### src/rtl/hub75_pkg.sv
// hub75_pkg: shared defaults, FSM state type and write-word layout for the
// HUB75 capture block.
package hub75_pkg;

  localparam int unsigned NUM_COLS_DEF  = 64;
  localparam int unsigned NUM_ROWS_DEF  = 64;
  localparam int unsigned BIT_DEPTH_DEF = 3;

  // Pixels in one half of the panel (upper or lower data lane).
  function automatic int unsigned half_screen(input int unsigned cols, input int unsigned rows);
    return cols * rows / 2;
  endfunction

  localparam int unsigned HALF_SCREEN = half_screen(NUM_COLS_DEF, NUM_ROWS_DEF);

  typedef enum logic {
    ST_IDLE,
    ST_DUMP
  } state_t;

  typedef struct packed {
    logic [11:0] addr;
    logic [1:0]  plane;
    logic [2:0]  rgb;
  } wr_word_t;

endpackage

### src/rtl/hub75_sync.sv
// hub75_sync: two-flop synchronizer for the HUB75 input bundle plus rising-edge
// detection of hub_clk and latch. Data and row travel in the same flops as the
// strobes so they stay aligned with the detected edges.
module hub75_sync (
  input  logic       clk,
  input  logic       reset,
  input  logic       hub_clk,
  input  logic       latch,
  input  logic [5:0] data,
  input  logic [4:0] row,
  output logic       hub_rise,
  output logic       latch_rise,
  output logic [5:0] data_s,
  output logic [4:0] row_s
);

  logic [12:0] meta_q;
  logic [12:0] sync_q;
  logic        hub_prev_q;
  logic        latch_prev_q;

  // Synchronizer chain and previous-value flops for edge detection.
  always_ff @(posedge clk or negedge reset) begin
    if (!reset) begin
      meta_q       <= '0;
      sync_q       <= '0;
      hub_prev_q   <= 1'b0;
      latch_prev_q <= 1'b0;
    end else begin
      meta_q       <= {hub_clk, latch, data, row};
      sync_q       <= meta_q;
      hub_prev_q   <= sync_q[12];
      latch_prev_q <= sync_q[11];
    end
  end

  // Single-cycle rising-edge strobes and aligned data/row.
  always_comb begin
    hub_rise   = sync_q[12] & ~hub_prev_q;
    latch_rise = sync_q[11] & ~latch_prev_q;
    data_s     = sync_q[10:5];
    row_s      = sync_q[4:0];
  end

endmodule

### src/rtl/hub75_capture.sv
// hub75_capture: captures HUB75 panel lines into a line register, and on each
// valid latch dumps the held line as per-pixel plane writes over a
// valid/ready interface. Define HUB75_CAPTURE_STATS_EN to add line_count and
// frame_count outputs.
module hub75_capture
  import hub75_pkg::*;
#(
  parameter int unsigned NUM_COLS  = NUM_COLS_DEF,
  parameter int unsigned NUM_ROWS  = NUM_ROWS_DEF,
  parameter int unsigned BIT_DEPTH = BIT_DEPTH_DEF
) (
  input  logic        clk,
  input  logic        reset,
  input  logic        hub_clk,
  input  logic        R0,
  input  logic        G0,
  input  logic        B0,
  input  logic        R1,
  input  logic        G1,
  input  logic        B1,
  input  logic        latch,
  input  logic        blank,
  input  logic [4:0]  row,
  output logic        wr_valid,
  input  logic        wr_ready,
  output logic [11:0] wr_addr,
  output logic [1:0]  wr_plane,
  output logic [2:0]  wr_rgb,
  output logic        err_len,
  output logic        err_ovr
`ifdef HUB75_CAPTURE_STATS_EN
  ,
  output logic [15:0] line_count,
  output logic [15:0] frame_count
`endif
);

  localparam int unsigned   HALF       = half_screen(NUM_COLS, NUM_ROWS);
  localparam int unsigned   CW         = $clog2(NUM_COLS + 1);
  localparam int unsigned   IW         = $clog2(2 * NUM_COLS);
  localparam logic [CW-1:0] COLS_FULL  = CW'(NUM_COLS);
  localparam logic [IW-1:0] IDX_LAST   = IW'(2 * NUM_COLS - 1);
  localparam logic [1:0]    PLANE_LAST = 2'(BIT_DEPTH - 1);

  logic          hub_rise;
  logic          latch_rise;
  logic [5:0]    data_s;
  logic [4:0]    row_s;

  logic [5:0]    line_q [NUM_COLS];
  logic [5:0]    hold_q [NUM_COLS];
  logic [CW-1:0] col_cnt_q;
  logic [IW-1:0] idx_q;
  logic [IW-2:0] col;
  logic [4:0]    row_q;
  logic [1:0]    plane_q;
  logic [1:0]    next_plane;
  logic          seen_q;
  logic          err_len_q;
  logic          err_ovr_q;
  logic          line_full;
  logic          take_latch;
  state_t        state_q;
  state_t        state_d;
  wr_word_t      word;

  logic          unused_blank;
  assign unused_blank = blank;

  hub75_sync u_sync (
    .clk        (clk),
    .reset      (reset),
    .hub_clk    (hub_clk),
    .latch      (latch),
    .data       ({R0, G0, B0, R1, G1, B1}),
    .row        (row),
    .hub_rise   (hub_rise),
    .latch_rise (latch_rise),
    .data_s     (data_s),
    .row_s      (row_s)
  );

  // Latch qualification and plane tracking for the next accepted line.
  always_comb begin
    line_full  = (col_cnt_q == COLS_FULL);
    take_latch = latch_rise && line_full && (state_q == ST_IDLE);
    if (!seen_q || row_s != row_q || plane_q == PLANE_LAST) begin
      next_plane = 2'd0;
    end else begin
      next_plane = plane_q + 2'd1;
    end
  end

  // Line register shifts toward index 0 so the first edge after a latch lands in column 0.
  always_ff @(posedge clk) begin
    if (hub_rise) begin
      for (int unsigned i = 0; i < NUM_COLS - 1; i++) begin
        line_q[i] <= line_q[i + 1];
      end
      line_q[NUM_COLS - 1] <= data_s;
    end
    if (take_latch) begin
      hold_q <= line_q;
    end
  end

  // Column counter, sticky errors, latched row/plane and dump index.
  always_ff @(posedge clk or negedge reset) begin
    if (!reset) begin
      state_q   <= ST_IDLE;
      col_cnt_q <= '0;
      idx_q     <= '0;
      row_q     <= '0;
      plane_q   <= '0;
      seen_q    <= 1'b0;
      err_len_q <= 1'b0;
      err_ovr_q <= 1'b0;
    end else begin
      state_q <= state_d;
      if (latch_rise) begin
        col_cnt_q <= '0;
      end else if (hub_rise && !line_full) begin
        col_cnt_q <= col_cnt_q + CW'(1);
      end
      if (latch_rise && !line_full) begin
        err_len_q <= 1'b1;
      end
      if (latch_rise && line_full && state_q == ST_DUMP) begin
        err_ovr_q <= 1'b1;
      end
      if (take_latch) begin
        row_q   <= row_s;
        plane_q <= next_plane;
        seen_q  <= 1'b1;
        idx_q   <= '0;
      end else if (wr_valid && wr_ready) begin
        idx_q <= idx_q + IW'(1);
      end
    end
  end

  // Next state and write word; even index = upper half, odd index = lower half.
  always_comb begin
    state_d  = state_q;
    wr_valid = 1'b0;
    word     = '0;
    col      = idx_q[IW-1:1];
    if (state_q == ST_DUMP) begin
      wr_valid   = 1'b1;
      word.addr  = 12'(32'(row_q) * NUM_COLS + 32'(col) + (idx_q[0] ? HALF : 32'd0));
      word.plane = plane_q;
      word.rgb   = idx_q[0] ? hold_q[col][2:0] : hold_q[col][5:3];
      if (wr_ready && idx_q == IDX_LAST) begin
        state_d = ST_IDLE;
      end
    end else if (take_latch) begin
      state_d = ST_DUMP;
    end
    wr_addr  = word.addr;
    wr_plane = word.plane;
    wr_rgb   = word.rgb;
    err_len  = err_len_q;
    err_ovr  = err_ovr_q;
  end

`ifdef HUB75_CAPTURE_STATS_EN
  localparam logic [4:0] ROW_WRAP = 5'(NUM_ROWS / 2 - 1);

  // Line and frame statistics; a frame ends when row wraps back to 0.
  always_ff @(posedge clk or negedge reset) begin
    if (!reset) begin
      line_count  <= '0;
      frame_count <= '0;
    end else begin
      if (latch_rise && line_full) begin
        line_count <= line_count + 16'd1;
      end
      if (take_latch && seen_q && row_s == '0 && row_q == ROW_WRAP) begin
        frame_count <= frame_count + 16'd1;
      end
    end
  end
`endif

endmodule
### config.mk
export PLATFORM = sky130hd
export DESIGN_NAME = hub75_capture
export DESIGN_NICKNAME = d
export VERILOG_FILES = /design/src/rtl/hub75_pkg.sv /design/src/rtl/hub75_sync.sv /design/src/rtl/hub75_capture.sv
export SDC_FILE = /design/constraint.sdc
export NUM_CORES = 1
export LEC_CHECK = 0
export CAP_MARGIN = 20
export CELL_PAD_IN_SITES_DETAIL_PLACEMENT = 1
export CELL_PAD_IN_SITES_GLOBAL_PLACEMENT = 2
export CORE_MARGIN = 4
export CORE_UTILIZATION = 45
export CTS_BUF_LIST = sky130_fd_sc_hd__clkbuf_2 sky130_fd_sc_hd__clkbuf_4 sky130_fd_sc_hd__clkbuf_8
export DETAILED_ROUTE_END_ITERATION = 12
export PLACE_DENSITY_LB_ADDON = 0.1
export SLEW_MARGIN = 20
export SYNTH_ARGS = -nofsm -noshare
export SYNTH_HDL_FRONTEND = slang
export SYNTH_SLANG_ARGS = --single-unit
### constraint.sdc
create_clock -name clk -period 38.5 [get_ports clk]
set_input_delay 9.625 -clock clk [delete_from_list [all_inputs] [get_ports clk]]
set_output_delay 9.625 -clock clk [all_outputs]
set_load 0.01 [all_outputs]
==> results.txt <==
----------------------------------------------------
[Status]
  Result of the run ... finished clean

[Floorplanning]
  Die H ... between 200 and 300 um
  Floorplan core area ... slightly above 0.06 mm2
  Initial core utilization ... a little under half
  Std-Cell Rows ... 91
  Number of top-level design ports ... 37
  Area of the die ... approximately 0.067 mm2
  Chip width ... around 260 um

[Setup path]
  Launching element of the worst setup path ... idx_q[4]$_DFFE_PN0P_
  Worst reg2reg setup slack ... roughly 34000 ps
  Kind of capture point of the worst setup path ... primary output
  R2R depth ... 7
  Worst reg2reg startpoint ... col_cnt_q[4]$_DFFE_PN0P_
  Worst path required time ... between 20000 and 30000 ps
  Worst Path Class, Setup ... flop to primary output
  Critical-path maximum fanout ... 32
  Critical path data arrival time ... 5250 ps
  Startpoint types ... flop
  Terminus of the critical flop-to-flop path ... hold_q[207]$_DFFE_PP_

[Route]
  Via density per instance ... roughly 5.2
  Routed wire per std cell ... 21.81 um
  Via count ... 12120
  DRT Pass-1 Iters ... 5
  Residual DRC ... 0
  Routed Antenna Nets ... 0
  Count of routing violations after the opening detailed-route iteration ... 732
  Total wirelength of the detailed-routed design ... 51040 um

[STA]
  Final TNS setup ... 0 ps
  Time the final worst path needs with I/O delays and setup ... 14870 ps
  Number of hold-slack violations in the final timing report ... 0
  Setup repair after global routing missed its margin ... no
  Crit share post-route ... 38.63%
  PnR worst setup slack ... 23630 ps
  Actual transition at the worst max-transition pin ... between 1000 and 1500 ps
  Worst clock skew ... ~24 ps
  Final Setup Violations ... 0
  Highest clock frequency the design can meet ... a little under 70 MHz
  Slew margin rel. ... a little under a third
  Final count of pins violating max slew ... 0

[Clocking]
  Clock network latency to the later pin of the worst-skew pair ... between 700 and 800 ps
  Number of hold-repair buffers added at the cts stage ... 0
  Worst-case clock buffer depth ... 3
  TritonCTS clock tree ... done
  Clock slew at reported path FFs ... 50 ps
  Post-CTS Repair Setup Buffers ... 0
  Root buffer cell ... clkbuf_8
  Number of sinks on the clock net ... 821
  CTS buffer count ... 138
  CTS-repair resized insts ... 0
  CTS HTree Levels ... 4

[Yosys]
  Area contributors post-synth ... edfxtp_1 81%, dfrtp_1 4.7%, mux4_2 3.2%
  Predominant post-synthesis flop cell ... edfxtp_1
  Post-synthesis cell type with the largest combined area ... edfxtp_1
  Most frequent cell after synthesis ... edfxtp_1
  Warnings from Yosys ... 0
  Syn_area_per_cell ... 22.81 um2
  Post-synth cell types ... 48
  Post-synthesis cell count ... around 1200
  Yosys reg bits ... 821
  Synthesized area ... 0.02849 mm2
  Async set-reset flop share out of synthesis ... approximately 6.5%
  Number of synthesized flops with an enable pin ... between 700 and 800
  Share of the synthesized area in the top cell type ... a little over 80%
  Syn Nets ... 1270
  Sequential share of the synthesized area ... between 80% and 90%
  Most used standard cells in the synthesized netlist ... 768 x edfxtp_1, 53 x dfrtp_1, 47 x mux2i_1

[Pwr]
  Net switching component of the power ... a little over 0.0005 W
  Comb pwr share ... about an eighth
  Clock share of power ... between 30% and 40%
  Fraction of power consumed by sequential logic ... between 50% and 60%
  Leakage power ... approximately 10 nW
  Power per standard cell area ... between 60 and 70 mW/mm2
  Cell internal pwr ... around 0.0015 W
  Peak supply drop ... ~40 uV
  Fraction of power spent switching nets ... 25.35%

[Placement]
  Port bufs ... 35
  Post-detailed-placement half-perimeter wirelength ... between 20000 and 30000 um
  Placer Congestion ... around 0.67
  Post-Place Worst Slack ... about 24000 ps

[Hold path]
  Hold Path Class ... flop to flop
  Number of instances on the worst hold path ... 0
  Hold endpoint ... u_sync.sync_q[4]$_DFF_PN0_
  Origin of the worst min-delay path ... u_sync.meta_q[4]$_DFF_PN0_

[Global routing]
  Global-route wire length before repair ... 80050 um
  Pin count of the biggest net entering global routing ... between 150 and 200
  Overflow after GRT ... 0
  Via count of the first global-routing pass ... 13500
  Initial antenna violation count ... 1
  Tot GR Track Use ... ~16%

[Cells and area]
  Fraction of final layout cells with drive strength greater than 1 ... a little over a fifth
  Net count of the finished layout ... approximately 1400
  Filler Cells Inserted ... 5467
  Synthesis-to-layout area growth ... 13.74%

[Job]
  Reported max-cap violation count ... 0

----------------------------------------------------
-- flip-flops by register name, summed over array words and instances, names as in the netlist --
register,cells
idx_q,7
col_cnt_q,7
u_sync.hub_prev_q,1
u_sync.sync_q,13
u_sync.latch_prev_q,1
plane_q,2
err_ovr,1
err_len,1
row_q,5
seen_q,1
state_q,1
line_q,384
hold_q,384
u_sync.meta_q,13
-- per-stage QoR --
step           total power (W)  hold WS [ps]  cells  util (%)  instance area [um2]
6_report              0.002012         346.4   2340     52.12                32400
4_1_cts               0.002054         349.5   2338     52.07                32370
3_3_place_gp          0.001301         332.9   2094     47.80                29710
2_1_floorplan         0.001219         331.2   1249         -                28490
3_5_place_dp          0.001303         336.3   2094     47.80                29710
5_1_grt               0.002111         355.8   2340     52.12                32400
-- critical path, stage by stage (launching register included) --
cell and delay (ps):
dfrtp_1 320, buf_4 520, nand3b_1 840, buf_4 540, o221ai_1 300, a21oi_1 80, a221oi_1 580, a31oi_1 150
o22ai_1 480, clkdlybuf4s50_1 660
-- how the worst max path moves through the flow --
stage                                          end  slack [ps]  cells past startpoint
final                                    wr_rgb[1]       23630                      9
after global routing                     wr_rgb[1]       23400                      8
after CTS                                wr_rgb[1]       23450                      9
after detailed placement                 wr_rgb[1]       24300                      9
after global placement                   wr_rgb[1]       24290                      9
after floorplan           col_cnt_q[0]$_DFFE_PN0P_       19040                      4
-- routing by layer --
metal / global-route usage, % / part of all wire, % / up-vias
li1: - / - / 5400
met1: 21.09 / 45 / 6436
met4: 5.981 / 2.0 / 0
met3: 3.847 / 3.6 / 81
met5: 0 / 0 / -
met2: 25.14 / 49 / 200
-- kinds of logic after synthesis --
group | share of synthesized area, %
fa+ha+maj | 0.1757
xor+xnor | 0.4612
mux | 7.752
buf+inv | 1.401
compound gates | 2.622
simple gates | 1.976
flops | 85.61
-- power groups by stage --
stage / sequential [W] / combinational [W] / clock (W)
final: 0.00102 / 0.000255 / 0.000736
after global routing: 0.00102 / 0.000275 / 0.000812
after CTS: 0.00102 / 0.000264 / 0.000767
after detailed placement: 0.00104 / 0.000263 / 0
after global placement: 0.00104 / 0.000262 / 0
after floorplan: 0.00102 / 0.000194 / 0
-- final cells by class --
class | count | area (um2) | area share (%)
sequential | 821 | 24400 | 75.29
multi-input combinational | 374 | 3717 | 11.47
clock buffer | 194 | 2395 | 7.391
tap | 837 | 1047 | 3.232
timing repair buffer | 58 | 563.0 | 1.738
clock inverter | 50 | 261.5 | 0.8071
inverter | 5 | 18.77 | 0.05792
antenna | 1 | 2.502 | 0.007723
-- placed cells by master (no fill, tap or decap), types with 20 or more instances in the layout --
master | netlist | layout
buf_4 | 2 | 20
clkbuf_4 | 0 | 44
clkbuf_8 | 0 | 150
clkdlybuf4s50_1 | 0 | 34
clkinv_1 | 0 | 28
dfrtp_1 | 53 | 51
edfxtp_1 | 768 | 768
mux2_2 | 39 | 39
mux2i_1 | 47 | 47
mux4_2 | 40 | 40
nor2b_1 | 28 | 25
o22ai_1 | 39 | 39
No activity file was read; power rests on OpenSTA's default activity.
